==> config.mk <==
export PLATFORM = sky130hd
export DESIGN_NAME = acc_datapath
export DESIGN_NICKNAME = d
export VERILOG_FILES = /design/src/rtl/acc_pkg.sv /design/src/rtl/acc_alu.sv /design/src/rtl/acc_datapath.sv
export SDC_FILE = /design/constraint.sdc
export NUM_CORES = 1
export LEC_CHECK = 0
export CAP_MARGIN = 0
export CORE_MARGIN = 10
export CORE_UTILIZATION = 25
export DETAILED_ROUTE_END_ITERATION = 10
export DONT_BUFFER_PORTS = 1
export GPL_ROUTABILITY_DRIVEN = 1
export HOLD_SLACK_MARGIN = 0.05
export SLEW_MARGIN = 20
export SYNTH_ARGS = -nofsm -noshare
export SYNTH_HDL_FRONTEND = slang
export SYNTH_SLANG_ARGS = --single-unit
==> constraint.sdc <==
create_clock -name clk -period 5.65 [get_ports clk]
set_input_delay 1.13 -clock clk [delete_from_list [all_inputs] [get_ports clk]]
set_output_delay 1.13 -clock clk [all_outputs]
set_load 0.1 [all_outputs]
==> src/rtl/acc_pkg.sv <==
// Shared definitions for the accumulator datapath:
// widths, opcodes and read-pending target encoding.
package acc_pkg;

   localparam int DATA_W_DEF = 32;
   localparam int ADDR_W_DEF = 8;

   localparam logic [3:0] OP_NOP = 4'h0;
   localparam logic [3:0] OP_LDA = 4'h1;
   localparam logic [3:0] OP_ADD = 4'h2;
   localparam logic [3:0] OP_SUB = 4'h3;
   localparam logic [3:0] OP_AND = 4'h4;
   localparam logic [3:0] OP_OR  = 4'h5;
   localparam logic [3:0] OP_XOR = 4'h6;
   localparam logic [3:0] OP_NOT = 4'h7;
   localparam logic [3:0] OP_SHL = 4'h8;
   localparam logic [3:0] OP_SHR = 4'h9;
   localparam logic [3:0] OP_STA = 4'hA;
   localparam logic [3:0] OP_JMP = 4'hB;
   localparam logic [3:0] OP_JZ  = 4'hC;
   localparam logic [3:0] OP_JC  = 4'hD;
   localparam logic [3:0] OP_ILL = 4'hE;
   localparam logic [3:0] OP_HLT = 4'hF;

   typedef enum logic [1:0] {
      PEND_NONE = 2'd0,
      PEND_MDR  = 2'd1,
      PEND_OPR  = 2'd2
   } pend_t;

endpackage

==> src/rtl/acc_alu.sv <==
// Combinational ALU: opcode, ACC and operand in;
// result, carry and write/side-effect qualifiers out.
module acc_alu #(
   parameter int DATA_W = 32
) (
   input  logic [3:0]        op,
   input  logic [DATA_W-1:0] acc,
   input  logic [DATA_W-1:0] opnd,
   output logic [DATA_W-1:0] res,
   output logic              c,
   output logic              z,
   output logic              wr_acc,
   output logic              wr_c,
   output logic              halt,
   output logic              illegal
);
   import acc_pkg::*;

   always_comb begin
      res     = acc;
      c       = 1'b0;
      wr_acc  = 1'b0;
      wr_c    = 1'b0;
      halt    = 1'b0;
      illegal = 1'b0;
      unique case (op)
         OP_LDA: begin
            res    = opnd;
            wr_acc = 1'b1;
         end
         OP_ADD: begin
            {c, res} = {1'b0, acc} + {1'b0, opnd};
            wr_acc   = 1'b1;
            wr_c     = 1'b1;
         end
         OP_SUB: begin
            res    = acc - opnd;
            c      = acc < opnd;
            wr_acc = 1'b1;
            wr_c   = 1'b1;
         end
         OP_AND: begin
            res    = acc & opnd;
            wr_acc = 1'b1;
         end
         OP_OR: begin
            res    = acc | opnd;
            wr_acc = 1'b1;
         end
         OP_XOR: begin
            res    = acc ^ opnd;
            wr_acc = 1'b1;
         end
         OP_NOT: begin
            res    = ~acc;
            wr_acc = 1'b1;
         end
         OP_SHL: begin
            c      = acc[DATA_W-1];
            res    = {acc[DATA_W-2:0], 1'b0};
            wr_acc = 1'b1;
            wr_c   = 1'b1;
         end
         OP_SHR: begin
            c      = acc[0];
            res    = {1'b0, acc[DATA_W-1:1]};
            wr_acc = 1'b1;
            wr_c   = 1'b1;
         end
         OP_HLT: halt    = 1'b1;
         OP_ILL: illegal = 1'b1;
         default: ;
      endcase
   end

   assign z = (res == '0);

endmodule

==> src/rtl/acc_datapath.sv <==
// Accumulator datapath: edge-qualified control strobes drive
// PC/IR/MDR/OPR/ACC updates against a synchronous memory.
module acc_datapath #(
   parameter int DATA_W = acc_pkg::DATA_W_DEF,
   parameter int ADDR_W = acc_pkg::ADDR_W_DEF
) (
   input  logic              clk,
   input  logic              rst,
   input  logic              MRd,
   input  logic              ld_pc,
   input  logic              Inc_pc,
   input  logic              ld_IR,
   input  logic              Ld_acc,
   input  logic              ALU_setup,
   input  logic              Mwr,
   output logic [ADDR_W-1:0] mem_addr,
   output logic              mem_rd,
   input  logic [DATA_W-1:0] mem_rdata,
   output logic              mem_wr,
   output logic [DATA_W-1:0] mem_wdata,
   output logic [ADDR_W-1:0] pc,
   output logic [DATA_W-1:0] ir,
   output logic [DATA_W-1:0] acc,
   output logic              flag_z,
   output logic              flag_c,
   output logic              halted,
   output logic              illegal_op,
   output logic              strobe_err
);
   import acc_pkg::*;

   logic [6:0]        stb;
   logic [6:0]        stb_q;
   logic [6:0]        fire;
   logic              multi;
   logic              f_mrd, f_ldpc, f_inc, f_ldir;
   logic              f_ldacc, f_alu, f_mwr;
   logic [3:0]        opcode;
   logic [ADDR_W-1:0] ir_addr;
   logic              take_br;
   logic [DATA_W-1:0] mdr;
   logic [DATA_W-1:0] opr;
   logic [DATA_W-1:0] opnd;
   pend_t             pend;

   logic [DATA_W-1:0] alu_res;
   logic              alu_c, alu_z;
   logic              alu_wr_acc, alu_wr_c;
   logic              alu_halt, alu_ill;

   assign stb = {Mwr, ALU_setup, Ld_acc, ld_IR,
                 Inc_pc, ld_pc, MRd};

   // Only the first high cycle of a strobe counts.
   assign fire  = stb & ~stb_q & {7{~halted}};
   assign multi = |(fire & (fire - 7'd1));

   assign f_mrd   = fire[0] & ~multi;
   assign f_ldpc  = fire[1] & ~multi;
   assign f_inc   = fire[2] & ~multi;
   assign f_ldir  = fire[3] & ~multi;
   assign f_ldacc = fire[4] & ~multi;
   assign f_alu   = fire[5] & ~multi;
   assign f_mwr   = fire[6] & ~multi;

   assign opcode  = ir[DATA_W-1 -: 4];
   assign ir_addr = ir[ADDR_W-1:0];

   assign take_br = (opcode == OP_JMP)
                  | ((opcode == OP_JZ) & flag_z)
                  | ((opcode == OP_JC) & flag_c);

   assign mem_rd    = f_mrd | f_ldacc;
   assign mem_wr    = f_mwr & (opcode == OP_STA);
   assign mem_addr  = (f_ldacc | mem_wr) ? ir_addr : pc;
   assign mem_wdata = acc;

   // Operand arriving this cycle bypasses OPR.
   assign opnd = (pend == PEND_OPR) ? mem_rdata : opr;

   acc_alu #(.DATA_W(DATA_W)) u_alu (
      .op      (opcode),
      .acc     (acc),
      .opnd    (opnd),
      .res     (alu_res),
      .c       (alu_c),
      .z       (alu_z),
      .wr_acc  (alu_wr_acc),
      .wr_c    (alu_wr_c),
      .halt    (alu_halt),
      .illegal (alu_ill)
   );

   always_ff @(posedge clk) begin
      if (rst) begin
         stb_q      <= '0;
         pc         <= '0;
         ir         <= '0;
         mdr        <= '0;
         opr        <= '0;
         acc        <= '0;
         flag_z     <= 1'b0;
         flag_c     <= 1'b0;
         halted     <= 1'b0;
         pend       <= PEND_NONE;
         illegal_op <= 1'b0;
         strobe_err <= 1'b0;
      end else begin
         stb_q      <= stb;
         strobe_err <= multi;
         illegal_op <= f_alu & alu_ill;

         case (pend)
            PEND_MDR: mdr <= mem_rdata;
            PEND_OPR: opr <= mem_rdata;
            default: ;
         endcase

         if (f_mrd)
            pend <= PEND_MDR;
         else if (f_ldacc)
            pend <= PEND_OPR;
         else
            pend <= PEND_NONE;

         if (f_ldpc && take_br)
            pc <= ir_addr;
         if (f_inc)
            pc <= pc + ADDR_W'(1);
         if (f_ldir)
            ir <= mdr;

         if (f_alu) begin
            if (alu_wr_acc) begin
               acc    <= alu_res;
               flag_z <= alu_z;
            end
            if (alu_wr_c)
               flag_c <= alu_c;
            if (alu_halt)
               halted <= 1'b1;
         end
      end
   end

endmodule

* Word-level counts from Yosys, hierarchy flattened *
Index checks and enable logic that the tools add are counted.

cells by class
  add/subtract/negate cells = 4
  magnitude comparators = 1
  equality and inequality tests = 17
  mux-type cells = 12
  bitwise logic cells = 25
  reduce and logical (&&, ||, !) cells = 10

operator list
  cell                                                                count
  32-bit one-hot mux with 9 select lines                              1
  32-bit by 32-bit adder with 33-bit output                           1
  32-bit AND                                                          1
  4-bit == test, second input constant                                8
  32-bit zero test                                                    1
  32-bit less-than comparator                                         1
  32-bit 2-to-1 mux                                                   1
  32-bit NOT                                                          1
  32-bit OR                                                           1
  32-bit subtractor                                                   1
  32-bit XOR                                                          1
  8-bit 2-to-1 mux                                                    3
  7-bit AND                                                           3
  4-bit by 3-bit == test with 1-bit output, second input constant     4
  1-bit AND                                                           11
  9-bit OR reduction                                                  1
  8-bit by 1-bit adder with 8-bit output, second input constant       1
  4-bit by 2-bit == test with 1-bit output, second input constant     2
  7-bit NOT                                                           1
  7-bit OR reduction                                                  1
  7-bit by 1-bit subtractor with 7-bit output, second input constant  1
  2-bit AND reduction                                                 3
  1-bit 2-to-1 mux                                                    5
  4-bit by 1-bit == test with 1-bit output, second input constant     1
  other kinds (10)                                                    14

storage, ports and cells
  flip-flop bits (word level) = 150
  input port bits = 41
  output and inout port bits = 119
  logic and storage cells = 82

* Depth between registers and ports, before layout *
  depth in word-level cells = 11
  depth in mapped cells = 20
  gate-level depth less buffers = 17

* Cells and area by module *
A second synthesis with hierarchy kept.

unflattened totals
  cell total of the unflattened synthesis = 1777
  area total of the unflattened synthesis = 13869.6 µm²

modules (own cells, without submodules)
  module        times used  cells each  area each (µm²)  sequential area each (µm²)
  acc_alu       1           1075        7169.4           0.0
  acc_datapath  1           702         6700.2           3002.9

* Worst setup path after synthesis *
Ideal clock, no wire load.

  kind = in2out
  start point = in ld_IR
  end point = out mem_rd
  arrival = 4365 ps
  required time = 4520 ps
  slack = 155 ps
  cell stages on the path = 6
  buffers on the path = 0
  path through = nor2b_1 nor2_1 nand3_1 a2111o_1 o21bai_1 a211oi_1

on the way
  word-level cells in the longest chain between the ends = 8
  elaborated cells between the ends (all ways) = 9
  classes of those cells = add/sub: 1; bitwise: 7; reduce/logical: 1

RTL lines
  element                                      line                                    RTL
  start, declared                              acc_datapath.sv:12                      input logic ld_IR,
  7-bit AND * (2 in a row)                     acc_datapath.sv:55                      assign fire = stb & ~stb_q & {7{~halted}};
  7-bit by 1-bit subtractor with 7-bit output  acc_datapath.sv:56                      assign multi = |(fire & (fire - 7'd1));
  7-bit AND *                                  acc_datapath.sv:56
  7-bit OR reduction *                         acc_datapath.sv:56
  1-bit NOT *                                  acc_datapath.sv:58, acc_datapath.sv:62
  1-bit AND, on equally long branches          acc_datapath.sv:58, acc_datapath.sv:62
  1-bit OR *                                   acc_datapath.sv:73                      assign mem_rd = f_mrd | f_ldacc;
  end, declared                                acc_datapath.sv:17                      output logic mem_rd,

Every way passes the cells marked *; elsewhere a longest branch is shown, timed or not.

* Worst setup path after layout *
  start point = reg pend[0]
  end point = reg flag_z

on the way
  word-level cells in the longest chain between the ends = 5
  elaborated cells between the ends (all ways) = 9
  classes of those cells = add/sub: 2; eq/ne: 1; mux: 2; bitwise: 3; reduce/logical: 1

RTL lines
  element                                    line                 RTL
  start, declared                            acc_datapath.sv:44   pend_t pend;
  start signal, assigned                     acc_datapath.sv:105  pend <= PEND_NONE;
  start signal, assigned                     acc_datapath.sv:120  pend <= PEND_MDR;
  start signal, assigned                     acc_datapath.sv:122  pend <= PEND_OPR;
  2-bit == test *                            acc_datapath.sv:79   assign opnd = (pend == PEND_OPR) ? mem_rdata : opr;
  32-bit 2-to-1 mux *                        --
  net opnd[0]                                acc_datapath.sv:43   logic [DATA_W-1:0] opnd;
  32-bit subtractor (tied with other cells)  acc_alu.sv:37        res = acc - opnd;
  32-bit one-hot mux with 9 select lines *   acc_alu.sv:26        unique case (op)
  32-bit zero test *                         acc_alu.sv:76        assign z = (res == '0);
  end signal, assigned                       acc_datapath.sv:136  flag_z <= alu_z;
  end, declared                              acc_datapath.sv:24   output logic flag_z,

Mark *: on every way through the listed nets, which the timed path passes. The rest lies on a longest branch.
A chain may end at the register's enable or synchronous reset.

==> impl_metrics.toml <==
[status]
outcome = "finished, final reports clean"

[cells_and_area]
syn_to_final_growth_pct = 13.5
fin_nets = 1976
drive_above_1_share_pct = 14.1
final_cells = 2532
final_cell_mix = "nand2_1 (219), a21oi_1 (182), nor2_1 (180), buf_4 (134), dfxtp_1 (113)"
final_common_cell = "nand2_1"

[sta]
period_needed_ps = 5180
worst_pin_slew_ps = 1190
finalSetupTns_ps = 0
setup_violations = 0
fin_skew_ps = 22.0
grt_setup_unrepaired = "false"
timing.fmax_mhz = 193
fin_crit_sh_pct = 91.7
fin_ws_ps = 470
relSlewSlack_pct = 19.9
hold_viol_final = 0
slew_violations = 0

[yosys]
yosysSeqAreaShare_pct = 22.5
netlist_area_um2 = 13300
synth_flop_cell = "dfxtp_1"
synth_top_area_share_pct = 22.5
ys.warnings.count = 0
synth-seq-cells = 150
avgSynthCellArea_um2 = 7.27
synth_edf_count = 0
synth_nets = 1979
synthTopCellsByArea = "dfxtp_1 (23%), ha_1 (9.9%), a21oi_1 (6.8%)"
netlist_instances = 1832
synth_cell_types = 90
async_flop_share_pct = 0
synth_top_area_cell = "dfxtp_1"

[detailed_routing]
remaining_drc_errors = 0
drt_iter0_markers = 1806
viasPerCell = 5.78
first_pass_iters = 7
wl_mm = 63.6
ant_nets = 0
routedWlPerCell_um = 25.1
num_vias = 14600

[power]
pwr-share-seq_pct = 42.0
power.switching_uw = 741
p_comb_share_pct = 10.2
power.internal_mw = 1.83
p_leak_nw = 5.98
p_sw_share_pct = 28.8
pwr-share-clk_pct = 47.8
irDropWorstVdd_mv = 0.192
finalPower_mw = 2.57
power_density_nw_per_um2 = 170

[critical_path]
end_kind = "register"
path_class = "reg2reg"
critPathArrivalTime_ps = 5580
worstPathMaxFanout = 34
start_kind = "register"
crit_required_ps = 6050

[floorplan]
fp.dieH_um = 251
start_util_pct = 25.3
io_pins = 160
dieArea_um2 = 62900
fp.dieW_um = 251
rows = 84
coreArea_um2 = 52700

[clocking]
clk-insertion-delay-late_ps = 470
clock_path_buffers = 2
cts_hold_buffers = 0
cts_tree = "built"
cts_sinks = 150
ctsRootBufferMaster = "clkbuf_16"
cts_buffers = 17
clk_pin_slew_worst_paths_ps = 70
cts_setup_buffers = 0
ctsResizeCount = 0
cts_htree_levels = 4

[placement]
io_buffer_count = 0
pre_cts_ws_ps = 250
place.gp.congestion = 0.987
dp_hpwl_mm = 47.5
place_inst = 2498

[run]
maxCapViolations = 0

[grt]
grt_antenna_before_repair = 2
overflow = 0
grt.total_usage_pct = 19.3
grt_pass1_wl_mm = 93.4
grt_pass1_vias = 13700
grt_max_degree = 152

[worst_hold_path]
hp-class = "reg2reg"
==> power groups by stage <==
stage,sequential (mW),clock [mW],combinational (mW)
2_1_floorplan,1.10,0,0.182
3_3_place_gp,1.10,0,0.251
3_5_place_dp,1.10,0,0.253
4_1_cts,1.08,1.24,0.254
5_1_grt,1.08,1.28,0.278
6_report,1.08,1.23,0.262
==> through the flow <==
stage | util (%) | hold slack [ps] | area [um2]
6_report | 28.7 | 442 | 15100
5_1_grt | 28.7 | 469 | 15100
4_1_cts | 28.7 | 438 | 15100
3_5_place_dp | 27.6 | 434 | 14500
3_3_place_gp | 27.6 | 428 | 14500
2_1_floorplan | - | 432 | 13300
==> synth_stat cells (all sizes together) (15+ instances only) <==
cell    number
nor2b       32
nand4       15
o31ai       15
a211o       15
a221oi      16
nor2       182
o211ai      27
o22ai       21
buf         70
nand2      220
a211oi      45
nand2b      27
and3        15
ha         105
a21o        20
o21ai       92
nor3        42
mux2i       57
nand3       32
clkbuf      87
dfxtp      150
a31oi       16
a21oi      182
inv        103
nor4        23
==> final timing paths <==
| check | start | endpoint | slack, ps | depth (start not counted) |
|---|---|---|---|---|
| setup reg to reg | pend[0] | flag_z | 470 | 19 |
| hold reg to reg | mdr[29] | ir[29] | 440 | 2 |
| hold / removal | mdr[29] | ir[29] | 440 | 2 |
| setup / recovery | pend[0] | flag_z | 470 | 19 |
==> layer usage <==
layer	GRT usage, %	part of all wire, %	vias up
met1	24.4	41	6993
met4	10.0	5.6	2
met5	0	0.013	-
li1	-	-	6598
met3	4.14	8.6	206
met2	30.2	45	838
==> flip-flops by register name (all words and copies together), names as in the netlist <==
signal      cells
pc              8
ir             32
flag_c          1
illegal_op      1
pend            2
strobe_err      1
flag_z          1
acc            32
halted          1
mdr            32
stb_q           7
opr            32
==> critical path: stages, from the launching register on <==
cell and delay [ps]:
dfxtp_1 340, nand2b_2 150, buf_12 290, mux2i_4 330, inv_1 90, ha_1 250, fa_1 450, a21o_1 210
a22oi_1 500, o21ai_0 330, nor2_1 210, nor2_1 70, o32ai_1 290, buf_4 170, nand2_1 70, o31ai_1 260
nand3_1 100, or4b_1 590, nor4b_2 230, a31o_1 170
==> logic make-up (layout without fill, tap and decap cells) <==
| logic type | Yosys count | in the layout | synth area share [%] |
|---|---|---|---|
| other cells | 0 | 2 | 0 |
| simple gates | 651 | 651 | 22.9 |
| buf+inv | 260 | 270 | 8.66 |
| compound gates | 580 | 580 | 29.0 |
| fa+ha+maj | 107 | 107 | 10.1 |
| flops | 150 | 150 | 22.5 |
| xor+xnor | 11 | 11 | 0.723 |
| mux | 73 | 73 | 6.04 |
==> cell type report <==
type,instances,area [um2]
inverters,103,387
fillers,5686,37500
multi-input cells,1422,9190
clock buffers,17,425
flip-flops and latches,150,3060
well taps,688,861
repair buffers,135,1030
clock inverters,15,168
diodes,2,5.00
No activity file was read; power rests on OpenSTA's default activity.
